<file path="src/rtl/init_check.sv">
// Post-init checker: sweeps the S memory and compares each word against addr ^ XOR_MASK.
// Optional INIT_CHECK_STREAM_EN macro adds a rd_valid/rd_byte stream of every returned word.
module init_check #(
    parameter int                DEPTH    = 256,
    parameter int                ADDR_W   = 8,
    parameter int                DATA_W   = 8,
    parameter logic [DATA_W-1:0] XOR_MASK = {DATA_W{1'b0}}
) (
    input  logic              clk,
    input  logic              rst,
    input  logic              en,
    output logic              rdy,
    output logic [ADDR_W-1:0] addr,
    output logic              rden,
    output logic              wren,
    input  logic [DATA_W-1:0] rddata,
    output logic              done,
    output logic              pass,
    output logic [ADDR_W:0]   err_count,
`ifdef INIT_CHECK_STREAM_EN
    output logic              rd_valid,
    output logic [DATA_W-1:0] rd_byte,
`endif
    output logic [ADDR_W-1:0] first_err_addr
);

    typedef enum logic [1:0] {
        S_IDLE  = 2'd0,
        S_READ  = 2'd1,
        S_DRAIN = 2'd2,
        S_DONE  = 2'd3
    } state_t;

    // Counter is one bit wider than addr so DEPTH == 2**ADDR_W terminates cleanly.
    localparam logic [ADDR_W:0] LAST_ADDR = (ADDR_W + 1)'(DEPTH - 1);
    localparam logic [ADDR_W:0] MAX_ERR   = (ADDR_W + 1)'(DEPTH);

    function automatic logic [DATA_W-1:0] expected_word(input logic [ADDR_W:0] a);
        logic [DATA_W-1:0] w;
        w = DATA_W'(a);
        return w ^ XOR_MASK;
    endfunction

    state_t              state_q, state_d;
    logic [ADDR_W:0]     cnt_q, cnt_d;
    logic [ADDR_W:0]     cmp_addr_q, cmp_addr_d;
    logic                vld_q, vld_d;
    logic [ADDR_W:0]     err_q, err_d;
    logic [ADDR_W-1:0]   first_q, first_d;
    logic                seen_q, seen_d;
    logic                pass_q, pass_d;
    logic                rdy_q, rden_q, done_q;

    // Next-state, compare and result-update logic.
    always_comb begin
        state_d    = state_q;
        cnt_d      = cnt_q;
        cmp_addr_d = cmp_addr_q;
        vld_d      = 1'b0;
        err_d      = err_q;
        first_d    = first_q;
        seen_d     = seen_q;
        pass_d     = pass_q;

        if (vld_q && (rddata != expected_word(cmp_addr_q))) begin
            if (err_q != MAX_ERR) begin
                err_d = err_q + (ADDR_W + 1)'(1);
            end else begin
                err_d = err_q;
            end
            if (!seen_q) begin
                first_d = cmp_addr_q[ADDR_W-1:0];
                seen_d  = 1'b1;
            end else begin
                first_d = first_q;
            end
        end else begin
            err_d = err_q;
        end

        case (state_q)
            S_IDLE: begin
                if (en) begin
                    state_d = S_READ;
                    cnt_d   = {(ADDR_W + 1){1'b0}};
                    err_d   = {(ADDR_W + 1){1'b0}};
                    first_d = {ADDR_W{1'b0}};
                    seen_d  = 1'b0;
                    pass_d  = 1'b0;
                end else begin
                    state_d = S_IDLE;
                end
            end
            S_READ: begin
                vld_d      = 1'b1;
                cmp_addr_d = cnt_q;
                cnt_d      = cnt_q + (ADDR_W + 1)'(1);
                if (cnt_q == LAST_ADDR) begin
                    state_d = S_DRAIN;
                end else begin
                    state_d = S_READ;
                end
            end
            S_DRAIN: begin
                // err_d already includes the final word, so pass is valid alongside done.
                state_d = S_DONE;
                pass_d  = (err_d == {(ADDR_W + 1){1'b0}});
            end
            S_DONE: begin
                state_d = S_IDLE;
            end
            default: begin
                state_d = S_IDLE;
            end
        endcase
    end

    // State, pipeline, result and output registers.
    always_ff @(posedge clk or posedge rst) begin
        if (rst) begin
            state_q    <= S_IDLE;
            cnt_q      <= {(ADDR_W + 1){1'b0}};
            cmp_addr_q <= {(ADDR_W + 1){1'b0}};
            vld_q      <= 1'b0;
            err_q      <= {(ADDR_W + 1){1'b0}};
            first_q    <= {ADDR_W{1'b0}};
            seen_q     <= 1'b0;
            pass_q     <= 1'b0;
            rdy_q      <= 1'b1;
            rden_q     <= 1'b0;
            done_q     <= 1'b0;
        end else begin
            state_q    <= state_d;
            cnt_q      <= cnt_d;
            cmp_addr_q <= cmp_addr_d;
            vld_q      <= vld_d;
            err_q      <= err_d;
            first_q    <= first_d;
            seen_q     <= seen_d;
            pass_q     <= pass_d;
            rdy_q      <= (state_d == S_IDLE);
            rden_q     <= (state_d == S_READ);
            done_q     <= (state_d == S_DONE);
        end
    end

    assign rdy            = rdy_q;
    assign rden           = rden_q;
    assign done           = done_q;
    assign addr           = cnt_q[ADDR_W-1:0];
    assign wren           = 1'b0;
    assign pass           = pass_q;
    assign err_count      = err_q;
    assign first_err_addr = first_q;

`ifdef INIT_CHECK_STREAM_EN
    assign rd_valid = vld_q;
    assign rd_byte  = rddata;
`endif

endmodule
</file>
<file path="config.mk">
export PLATFORM = sky130hd
export DESIGN_NAME = init_check
export DESIGN_NICKNAME = d
export VERILOG_FILES = /design/src/rtl/init_check.sv
export SDC_FILE = /design/constraint.sdc
export NUM_CORES = 1
export LEC_CHECK = 0
export CAP_MARGIN = 40
export CORE_MARGIN = 1.5
export CORE_UTILIZATION = 55
export DETAILED_ROUTE_END_ITERATION = 10
export PLACE_DENSITY = 0.86
export SYNTH_ARGS = -nofsm -noshare
export SYNTH_HDL_FRONTEND = slang
export SYNTH_SLANG_ARGS = --single-unit
</file>
<file path="constraint.sdc">
create_clock -name clk -period 4.7 [get_ports clk]
set_input_delay 0.94 -clock clk [delete_from_list [all_inputs] [get_ports clk]]
set_output_delay 0.94 -clock clk [all_outputs]
set_load 0.01 [all_outputs]
</file>
Word-level counts from Yosys, hierarchy flattened
Index checks and enable logic that the tools add are counted.
{ "word_totals": {"regBits": 42, "output_inout_bits": 30, "wordCells": 49} }
{ "op_classes": {"addsub": 2, "n_eq_ne": 9, "n_mux": 19, "reduce_logical": 8} }
{ "ops": {"columns": ["operator", "count"], "rows": [
  ["2-to-1 mux 9 bit", 5],
  ["2-to-1 mux 8 bit", 4],
  ["adder 9 x 1 -> 9 bit, second input constant", 2],
  ["case mux 9 bit (2 select lines)", 1],
  ["equality test 9 x 8 -> 1 bit, second input constant", 1],
  ["zero test 9 bit", 1],
  ["!= test 9 bit, second input constant", 1],
  ["!= test 8 bit", 1],
  ["case mux 2 bit (4 select lines)", 1],
  ["equality test 2 bit, second input constant", 3],
  ["2-to-1 mux 1 bit", 6],
  ["equality test 2 x 1 -> 1 bit, second input constant", 2],
  ["zero test 2 bit", 2],
  ["AND reduction 2 bit", 2],
  ["nonzero test 2 bit", 2],
  ["2-to-1 mux 2 bit", 1],
  ["!= test 2 bit, second input constant", 1],
  ["case mux 1 bit (2 select lines)", 1],
  ["logical AND 1 bit", 1]
]} }

Logic depth before layout (Yosys ltp)
Gate-level depths: netlist (run 1).
{ "depth": {"ltp_word": 5, "depth_mapped": 7, "depth_no_buf": 7} }

Worst setup path after synthesis (run 1)
No wires, ideal clock.
{ "synth_timing": {"path_kind": "in2reg", "startpoint": "input port rddata[3]", "endpoint": "register pass_q, in the netlist pass", "setup_ns": 0.066, "arrival_ns": 2.191, "t_required_ns": 4.634, "path_slack_ns": 2.443, "cell_stages": 6, "path_buffers": 0, "path_cell_list": "xor2_1 nor4_2 a21boi_2 a2111o_1 a21boi_1 a41o_1"} }
{ "synth_between": {"elab_chain_len": 5} }
{ "synth_lines": {"columns": ["element", "line", "text"], "rows": [
  ["start, declared", "16", "input logic [DATA_W-1:0] rddata,"],
  ["!= test 8 bit", "65", "if (vld_q && (rddata != expected_word(cmp_addr_q))) begin"],
  ["logical AND 1 bit", "65", null],
  ["2-to-1 mux 9 bit", "65", null],
  ["zero test 9 bit", "107", "pass_d = (err_d == {(ADDR_W + 1){1'b0}});"],
  ["case mux 1 bit (2 select lines)", "81", "case (state_q)"],
  ["end signal, assigned", "140", "pass_q <= pass_d;"],
  ["end, declared", "51", "logic pass_q, pass_d;"]
]} }
Every way passes these cells.
A chain may end at the register's enable or synchronous reset.

Final worst setup path (run 1)
{ "layout_timing": {"startpoint": "input port rddata[3]", "endpoint": "register first_q[3], in the netlist first_err_addr[3]"} }
{ "layout_between": {"elab_chain_len": 5} }
{ "layout_lines": {"columns": ["element", "line", "text"], "rows": [
  ["!= test 8 bit *", "65", null],
  ["logical AND 1 bit *", "65", null],
  ["2-to-1 mux 8 bit *", "65", null],
  ["2-to-1 mux 8 bit", "83", "if (en) begin"],
  ["2-to-1 mux 8 bit *", "81", null],
  ["net first_d[3]", "49", "logic [ADDR_W-1:0] first_q, first_d;"],
  ["end signal, assigned", "126", "first_q <= {ADDR_W{1'b0}};"],
  ["end signal, assigned", "138", "first_q <= first_d;"],
  ["end, declared", "49", null]
]} }
Mark *: on every way through the listed nets, which the timed path passes. The rest lies on a longest branch.

==> impl_table.tex, run 1 <==
\begin{tabular}{lr}
\hline
Metric & Value \\
\hline
\multicolumn{2}{l}{\textbf{Synthesis}} \\
Post-synthesis net count & 232 \\
Average footprint of a synthesized cell & 9.802 um2 \\
Post-synthesis instance area & 2127 um2 \\
Count of distinct cell types in the synthesized netlist & 41 \\
Portion of the post-synthesis area used by sequential elements & 49.47\% \\
Fraction of registers with async set/reset & 100.0\% \\
YS warnings & 0 \\
Predominant post-synthesis flop cell & dfrtp\_1 \\
Count of flip-flops with a built-in enable after synthesis & 0 \\
Instance count of the mapped netlist & 217 \\
\#FFs+latches synth & 42 \\
\multicolumn{2}{l}{\textbf{Drt}} \\
Total number of vias & 1593 \\
Final Routed Wirelength & 4.069 mm \\
Number of DRC violations after detailed-routing iteration 0 & 80 \\
Number of DRC violations after detailed routing & 0 \\
Drt via density & 5.400 \\
ANT nets after route & 0 \\
First-pass iteration count of the detailed router & 4 \\
Final routed wire length divided by cell count & 13.79 um \\
\multicolumn{2}{l}{\textbf{Clock tree}} \\
Clock tree from TritonCTS & built \\
CTS HTree Levels & 2 \\
Post-CTS repair timing setup buffer count & 0 \\
Number of sinks handled by clock tree synthesis & 42 \\
Reg clk slew, reported paths & 0.08 ns \\
Worst-Skew Late Latency & 0.29 ns \\
CTS hold repair buffers & 0 \\
Number of CTS-inserted buffers & 5 \\
Resized cells post-CTS & 0 \\
Clk Tree Root Cell & clkbuf\_8 \\
Maximum number of buffers from clock root to sink & 2 \\
\multicolumn{2}{l}{\textbf{Worst setup path}} \\
Crit Path Category & primary input to flip-flop \\
Type of destination of the critical path & flip-flop \\
Crit path launch type & primary input \\
Required time at the worst-slack endpoint & 4.87 ns \\
CP arrival & 2.94 ns \\
Crit-path max FO & 13 \\
\multicolumn{2}{l}{\textbf{Pwr}} \\
Peak VDD IR & 0.0003228 V \\
Share of total power in the clock network & 16.8\% \\
Fraction of power spent switching nets & 36.51\% \\
Part of the power in registers & 45.5\% \\
Design internal power & 892.5 uW \\
Total net switching power & 513.3 uW \\
Power density over the cells & 546.2 nW/um2 \\
Fraction of power consumed by combinational cells & 37.7\% \\
Leakage & 0.001206 uW \\
\multicolumn{2}{l}{\textbf{Placed design}} \\
Global placer's final weighted congestion & 0.8213 \\
Total cell area at the placement stage & 2482 um2 \\
Detailed-placement wirelength estimate & 2.726 mm \\
IO Port Bufs & 39 \\
\multicolumn{2}{l}{\textbf{STA}} \\
Period minus WS final & 2.762 ns \\
FMAX & 362.1 MHz \\
Relative slew margins & 54.11\% \\
Worst Clk Skew & 0.009024 ns \\
Final count of pins violating max slew & 0 \\
Final cycle utilization of the critical path & 58.76\% \\
Final setup violation count & 0 \\
Hold violation total from the final report & 0 \\
Unrepaired setup endpoints after global routing & no \\
Final setup TNS & 0 ns \\
Transition at the pin with the smallest max-transition slack & 0.6869 ns \\
\multicolumn{2}{l}{\textbf{Global routing}} \\
Largest net degree at the start of global routing & 43 \\
Wire length of the first global-routing pass & 6.955 mm \\
Number of antenna violations at the first check in global routing & 0 \\
All-Layer GR Usage & 21.75\% \\
Via count of the first global-routing pass & 1448 \\
Overflow after GRT & 0 \\
\multicolumn{2}{l}{\textbf{Finish}} \\
Antenna Diode Count & 0 \\
Leading cell types in the layout, fill and taps excluded & 41 x dfrtp\_1, 39 x clkdlybuf4s50\_1, 35 x nand2\_1 \\
Fillers & 279 \\
Most common library cell in the layout ignoring fill and taps & dfrtp\_1 \\
P\&R area growth vs syn & 21.00\% \\
Share of layout cells above drive strength 1 & 6.883\% \\
Finished layout cell area & 2574 um2 \\
Nets@finish & 261 \\
\multicolumn{2}{l}{\textbf{Die}} \\
I/O Pins & 41 \\
Cell Rows & 22 \\
Initial standard-cell utilization of the core & 57.67\% \\
Core footprint & 3689 um2 \\
Vertical die dimension & 65.19 um \\
Floorplan die width & 65.19 um \\
Die outline area & 4249 um2 \\
\multicolumn{2}{l}{\textbf{Outcome}} \\
Run status & finished clean \\
\multicolumn{2}{l}{\textbf{Min path}} \\
Worst min-delay path category & flip-flop to flip-flop \\
\multicolumn{2}{l}{\textbf{Job}} \\
Maximum capacitance violations & 0 \\
\hline
\end{tabular}
## cell type report
cell class                 instances  area (um2)  share of cell area [%]
timing repair buffer              41       405.4                   15.75
clock inverter                     1       5.005                  0.1945
tap                               48       60.06                   2.333
sequential                        42        1052                   40.88
inverter                           5       18.77                  0.7292
clock buffer                       7       86.33                   3.354
multi-input combinational        151       945.9                   36.75
## power by group through the flow
stage	Sequential, uW	Combinational [uW]	Clock, uW
finish	640	530	236
global route	663	592	258
CTS	639	533	241
detailed placement	645	527	0
global placement	641	515	0
floorplan	618	347	0
## per-layer routing
layer	global-route usage [%]	wire length (um)	vias up
met4	9.635	29	0
met5	0	0	-
li1	-	-	776
met3	5.993	233	2
met1	30.03	1883	760
met2	32.14	1922	55
## worst max-delay path: stages
cell and delay, ns:
clkdlybuf4s50_1 0.43, xor2_1 0.19, nor4_2 0.40, a21boi_2 0.23, nand2b_1 0.42, mux2i_1 0.25, nor2_1 0.07
## worst paths after layout
check / startpoint / to / slack (ns) / cells after the start
max: rddata[3] / first_err_addr[3]$_DFF_PP0_ / 1.94 / 7
min: cnt_q[8]$_DFFE_PP0P_ / cnt_q[8]$_DFFE_PP0P_ / 0.49 / 2
max reg2reg: cmp_addr_q[3]$_DFFE_PP0P_ / first_err_addr[3]$_DFF_PP0_ / 2.63 / 6
min reg2reg: cnt_q[8]$_DFFE_PP0P_ / cnt_q[8]$_DFFE_PP0P_ / 0.49 / 2
max in group asynchronous: rst / rdy$_DFF_PP1_ / 3.27 / 3
min in group asynchronous: rst / cnt_q[8]$_DFFE_PP0P_ / 1.07 / 3
## kinds of logic (layout without fill, tap and decap cells)
logic type,after synthesis,in the layout,share of synthesized area (%)
xor+xnor,19,19,7.824
fa+ha+maj,4,4,2.353
simple gates,90,90,20.59
buf+inv,24,54,6.294
mux,11,11,5.235
flops,42,42,49.47
other cells,1,1,0.1763
compound gates,26,26,8.059
## metrics by stage
stage	hold WS (ns)	power (uW)	setup WS (ns)	instances	utilization, %
4_1_cts	0.4913	1413	1.924	295	69.78
5_1_grt	0.5238	1514	1.785	295	69.78
3_3_place_gp	0.4645	1155	1.745	287	67.30
6_report	0.4912	1406	1.938	295	69.78
3_5_place_dp	0.4742	1173	1.633	287	67.30
2_1_floorplan	0.4498	964.5	2.443	217	-
## cells in the mapped netlist, types with 2 or more instances
cell type | count | area share [%]
dfrtp_1 | 41 | 48
nand2_1 | 35 | 6.2
nor2_1 | 29 | 5.1
xor2_1 | 13 | 5.4
o21ai_0 | 11 | 2.6
mux2i_1 | 10 | 4.7
buf_4 | 9 | 3.2
nand4_1 | 7 | 2.1
xnor2_1 | 6 | 2.5
clkbuf_1 | 5 | 0.88
inv_1 | 5 | 0.88
and3_1 | 4 | 1.2
ha_1 | 4 | 2.4
a21oi_1 | 3 | 0.71
nand3_1 | 3 | 0.71
a21o_1 | 2 | 0.71
buf_1 | 2 | 0.35
buf_2 | 2 | 0.47
nand2b_1 | 2 | 0.59
nor3b_1 | 2 | 0.71
nor4_2 | 2 | 1.2
## sequential cells by signal, indices dropped and copies added (netlist names)
register        flops
state_q             2
rdy                 1
vld_q               1
cnt_q               9
cmp_addr_q          8
seen_q              1
done                1
err_count           9
first_err_addr      8
rden                1
pass                1
(Power assumes the default switching activity.)
==> inputs of run 2 (changes only) <==
- CORE_UTILIZATION: 55 -> 51
- PLACE_DENSITY: 0.86 -> 0.81
- clock period: 4.7 -> 2.9 ns (I/O delays scaled with it)
==> run 2 against run 1 <==
  * Die area rose by 7.5%
  * Critical path depth did not move
  * Sequential power rose by 62%
  * Sequential share of layout area barely moved
  * Count of clock-buffer cells in the layout fell by 2
  * Final area barely moved
  * Register-to-register slack got worse by 1.8 ns
  * Power rose by 61%
  * Largest cell class unchanged
==> impl_table.tex, run 2 (synthesis results as in run 1) <==
\begin{tabular}{lr}
\hline
Metric & Value \\
\hline
\multicolumn{2}{l}{\textbf{Outcome}} \\
Run status & finished clean \\
\multicolumn{2}{l}{\textbf{Pwr}} \\
Power after layout & 2262 uW (+61\%) \\
Peak VDD IR & 0.0004220 V (+31\%) \\
Power density over the cells & 878.5 nW/um2 (+61\%) \\
Leakage & 0.001202 uW (-0.34\%) \\
Design internal power & 1424 uW (+60\%) \\
Fraction of power spent switching nets & 37.07\% (+0.55 points) \\
Total net switching power & 838.5 uW (+63\%) \\
Fraction of power consumed by combinational cells & 37.8\% (about the same) \\
Share of total power in the clock network & 16.3\% (-0.5 points) \\
Part of the power in registers & 45.8\% (+0.3 points) \\
\multicolumn{2}{l}{\textbf{Worst setup path}} \\
Reg2reg start & cmp\_addr\_q[3]\$\_DFFE\_PP0P\_ \\
Crit Path Category & primary input to flip-flop \\
Cell type group with the largest total delay on the critical path & simple AND/OR/NAND/NOR gates \\
Type of destination of the critical path & flip-flop \\
CP arrival & 2.56 ns (-0.38 ns) \\
Worst Reg-to-Reg Cells & 6 (unchanged) \\
Crit path launch type & primary input \\
Required time at the worst-slack endpoint & 3.08 ns (-1.79 ns) \\
Worst-case register-to-register setup slack & 0.86 ns (-1.77 ns) \\
Cell-by-cell listing of the critical path & clkdlybuf4s50\_1 > xor2\_1 > nor4\_2 > a21boi\_2 > nand2b\_1 > mux2i\_1 > nor2\_1 \\
Slowest cell on the critical path & clkdlybuf4s50\_1 \\
Buf/Inv on CP & 1 (unchanged) \\
Largest stage delay on the critical path & 0.49 ns (+0.06 ns) \\
Terminus of the critical flop-to-flop path & first\_err\_addr[7]\$\_DFF\_PP0\_ \\
Crit-path max FO & 13 (unchanged) \\
\multicolumn{2}{l}{\textbf{Clock tree}} \\
Post-CTS repair timing setup buffer count & 0 (unchanged) \\
CTS hold repair buffers & 0 (unchanged) \\
Number of CTS-inserted buffers & 5 (unchanged) \\
Number of sinks handled by clock tree synthesis & 42 (unchanged) \\
Reg clk slew, reported paths & 0.08 ns (about the same) \\
Resized cells post-CTS & 0 (unchanged) \\
Clk Tree Root Cell & clkbuf\_8 \\
Worst-Skew Late Latency & 0.29 ns (about the same) \\
Maximum number of buffers from clock root to sink & 2 (unchanged) \\
CTS HTree Levels & 2 (unchanged) \\
Clock tree from TritonCTS & built \\
\multicolumn{2}{l}{\textbf{Die}} \\
Vertical die dimension & 67.58 um (+3.7\%) \\
Core footprint & 4000 um2 (+8.4\%) \\
Die outline area & 4567 um2 (+7.5\%) \\
Cell Rows & 23 (+4.5\%) \\
Floorplan die width & 67.58 um (+3.7\%) \\
I/O Pins & 41 (unchanged) \\
Initial standard-cell utilization of the core & 53.17\% (-4.5 points) \\
\multicolumn{2}{l}{\textbf{Finish}} \\
Most common library cell in the layout ignoring fill and taps & dfrtp\_1 \\
Leading cell types in the layout, fill and taps excluded & 41 x dfrtp\_1, 39 x clkdlybuf4s50\_1, 35 x nand2\_1 \\
Antenna Diode Count & 0 (unchanged) \\
Nets@finish & 261 (unchanged) \\
Share of layout cells above drive strength 1 & 7.287\% (+0.40 points) \\
P\&R area growth vs syn & 21.06\% (about the same) \\
Fillers & 339 (+22\%) \\
\multicolumn{2}{l}{\textbf{Min path}} \\
Beginning of the worst hold path & cnt\_q[8]\$\_DFFE\_PP0P\_ \\
Hold endpoint & cnt\_q[8]\$\_DFFE\_PP0P\_ \\
WHS Path Cells & 2 (unchanged) \\
Worst min-delay path category & flip-flop to flip-flop \\
\multicolumn{2}{l}{\textbf{Global routing}} \\
Largest net degree at the start of global routing & 43 (unchanged) \\
Wire length of the first global-routing pass & 6.630 mm (-4.7\%) \\
Overflow after GRT & 0 (unchanged) \\
Via count of the first global-routing pass & 1443 (-0.35\%) \\
Number of antenna violations at the first check in global routing & 0 (unchanged) \\
All-Layer GR Usage & 19.17\% (-2.6 points) \\
\multicolumn{2}{l}{\textbf{STA}} \\
Transition at the pin with the smallest max-transition slack & 0.7199 ns (+0.03302 ns) \\
FMAX & 420.9 MHz \\
Final setup TNS & 0 ns (unchanged) \\
Relative slew margins & 51.90\% (-2.2 points) \\
Unrepaired setup endpoints after global routing & no \\
Period minus WS final & 2.376 ns \\
Worst Clk Skew & 0.009423 ns (+0.0003988 ns) \\
Final cycle utilization of the critical path & 81.92\% \\
Hold violation total from the final report & 0 (unchanged) \\
Final count of pins violating max slew & 0 (unchanged) \\
Final setup violation count & 0 (unchanged) \\
\multicolumn{2}{l}{\textbf{Placed design}} \\
Detailed-placement wirelength estimate & 2.856 mm (+4.8\%) \\
Global placer's final weighted congestion & 0.7696 (-6.3\%) \\
IO Port Bufs & 39 (unchanged) \\
\multicolumn{2}{l}{\textbf{Drt}} \\
ANT nets after route & 0 (unchanged) \\
First-pass iteration count of the detailed router & 5 (+1) \\
Final routed wire length divided by cell count & 13.66 um (-0.99\%) \\
Number of DRC violations after detailed routing & 0 (unchanged) \\
Total number of vias & 1594 (+0.063\%) \\
Number of DRC violations after detailed-routing iteration 0 & 99 (+24\%) \\
Drt via density & 5.367 (-0.61\%) \\
Final Routed Wirelength & 4.056 mm (-0.32\%) \\
\multicolumn{2}{l}{\textbf{Job}} \\
Maximum capacitance violations & 0 (unchanged) \\
\hline
\end{tabular}
run 2: cell count changes in the layout (fill, tap and decap cells not counted):
cell / previous run / this run
clkbuf_8: 6 / 5
clkinv_4: 0 / 1
clkinvlp_4: 0 / 1
clkbuf_1: 1 / 0
run 2: cell type report:
type | count | area (um2) | area share, %
Tap cell | 50 | 62.56 | 2.430
Clock buffer | 5 | 68.82 | 2.672
Sequential cell | 42 | 1052 | 40.86
Inverter | 5 | 18.77 | 0.7289
Clock inverter | 3 | 21.27 | 0.8260
Multi-Input combinational cell | 151 | 945.9 | 36.73
Timing Repair Buffer | 41 | 405.4 | 15.74
run 2: metal layers:
metal  global-route usage [%]  share of wire, %  up-vias
li1                         -                 -      776
met5                        0                 0        -
met4                    5.357               1.2        0
met2                    29.41                47       37
met1                    26.87                48      775
met3                    4.833               3.2        6
run 2: how the worst max path moves through the flow:
stage	from	endpoint	cells past startpoint
after floorplan	rddata[3]	pass$_DFFE_PP0P_	6
after global placement	rddata[3]	first_err_addr[6]$_DFF_PP0_	7
after detailed placement	rddata[1]	first_err_addr[2]$_DFF_PP0_	7
after CTS	rddata[1]	first_err_addr[2]$_DFF_PP0_	7
after global routing	rddata[1]	first_err_addr[1]$_DFF_PP0_	7
final	rddata[1]	first_err_addr[7]$_DFF_PP0_	7
run 2: worst reg2reg max path: stages (launching register included):
cell	delay [ns]
dfrtp_1	0.42
xor2_1	0.16
nor4_2	0.39
a21boi_2	0.23
nand2b_1	0.42
mux2i_1	0.25
nor2_1	0.06
run 2: power by group through the flow:
stage / Combinational (uW) / Sequential, uW / Clock (uW)
global route: 950 / 1070 / 411
floorplan: 562 / 1000 / 0
finish: 856 / 1040 / 369
detailed placement: 858 / 1050 / 0
global placement: 836 / 1040 / 0
CTS: 864 / 1040 / 388
run 2: metrics by stage:
step,util (%),setup WS [ns],area [um2],instances,hold slack (ns)
after global routing,64.37,0.4082,2575,297,0.5215
after detailed placement,62.12,0.2107,2485,289,0.4777
after CTS,64.37,0.5204,2575,297,0.4967
after global placement,62.12,0.3069,2485,289,0.4660
final,64.37,0.5244,2575,297,0.4947
after floorplan,-,1.003,2127,217,0.4498
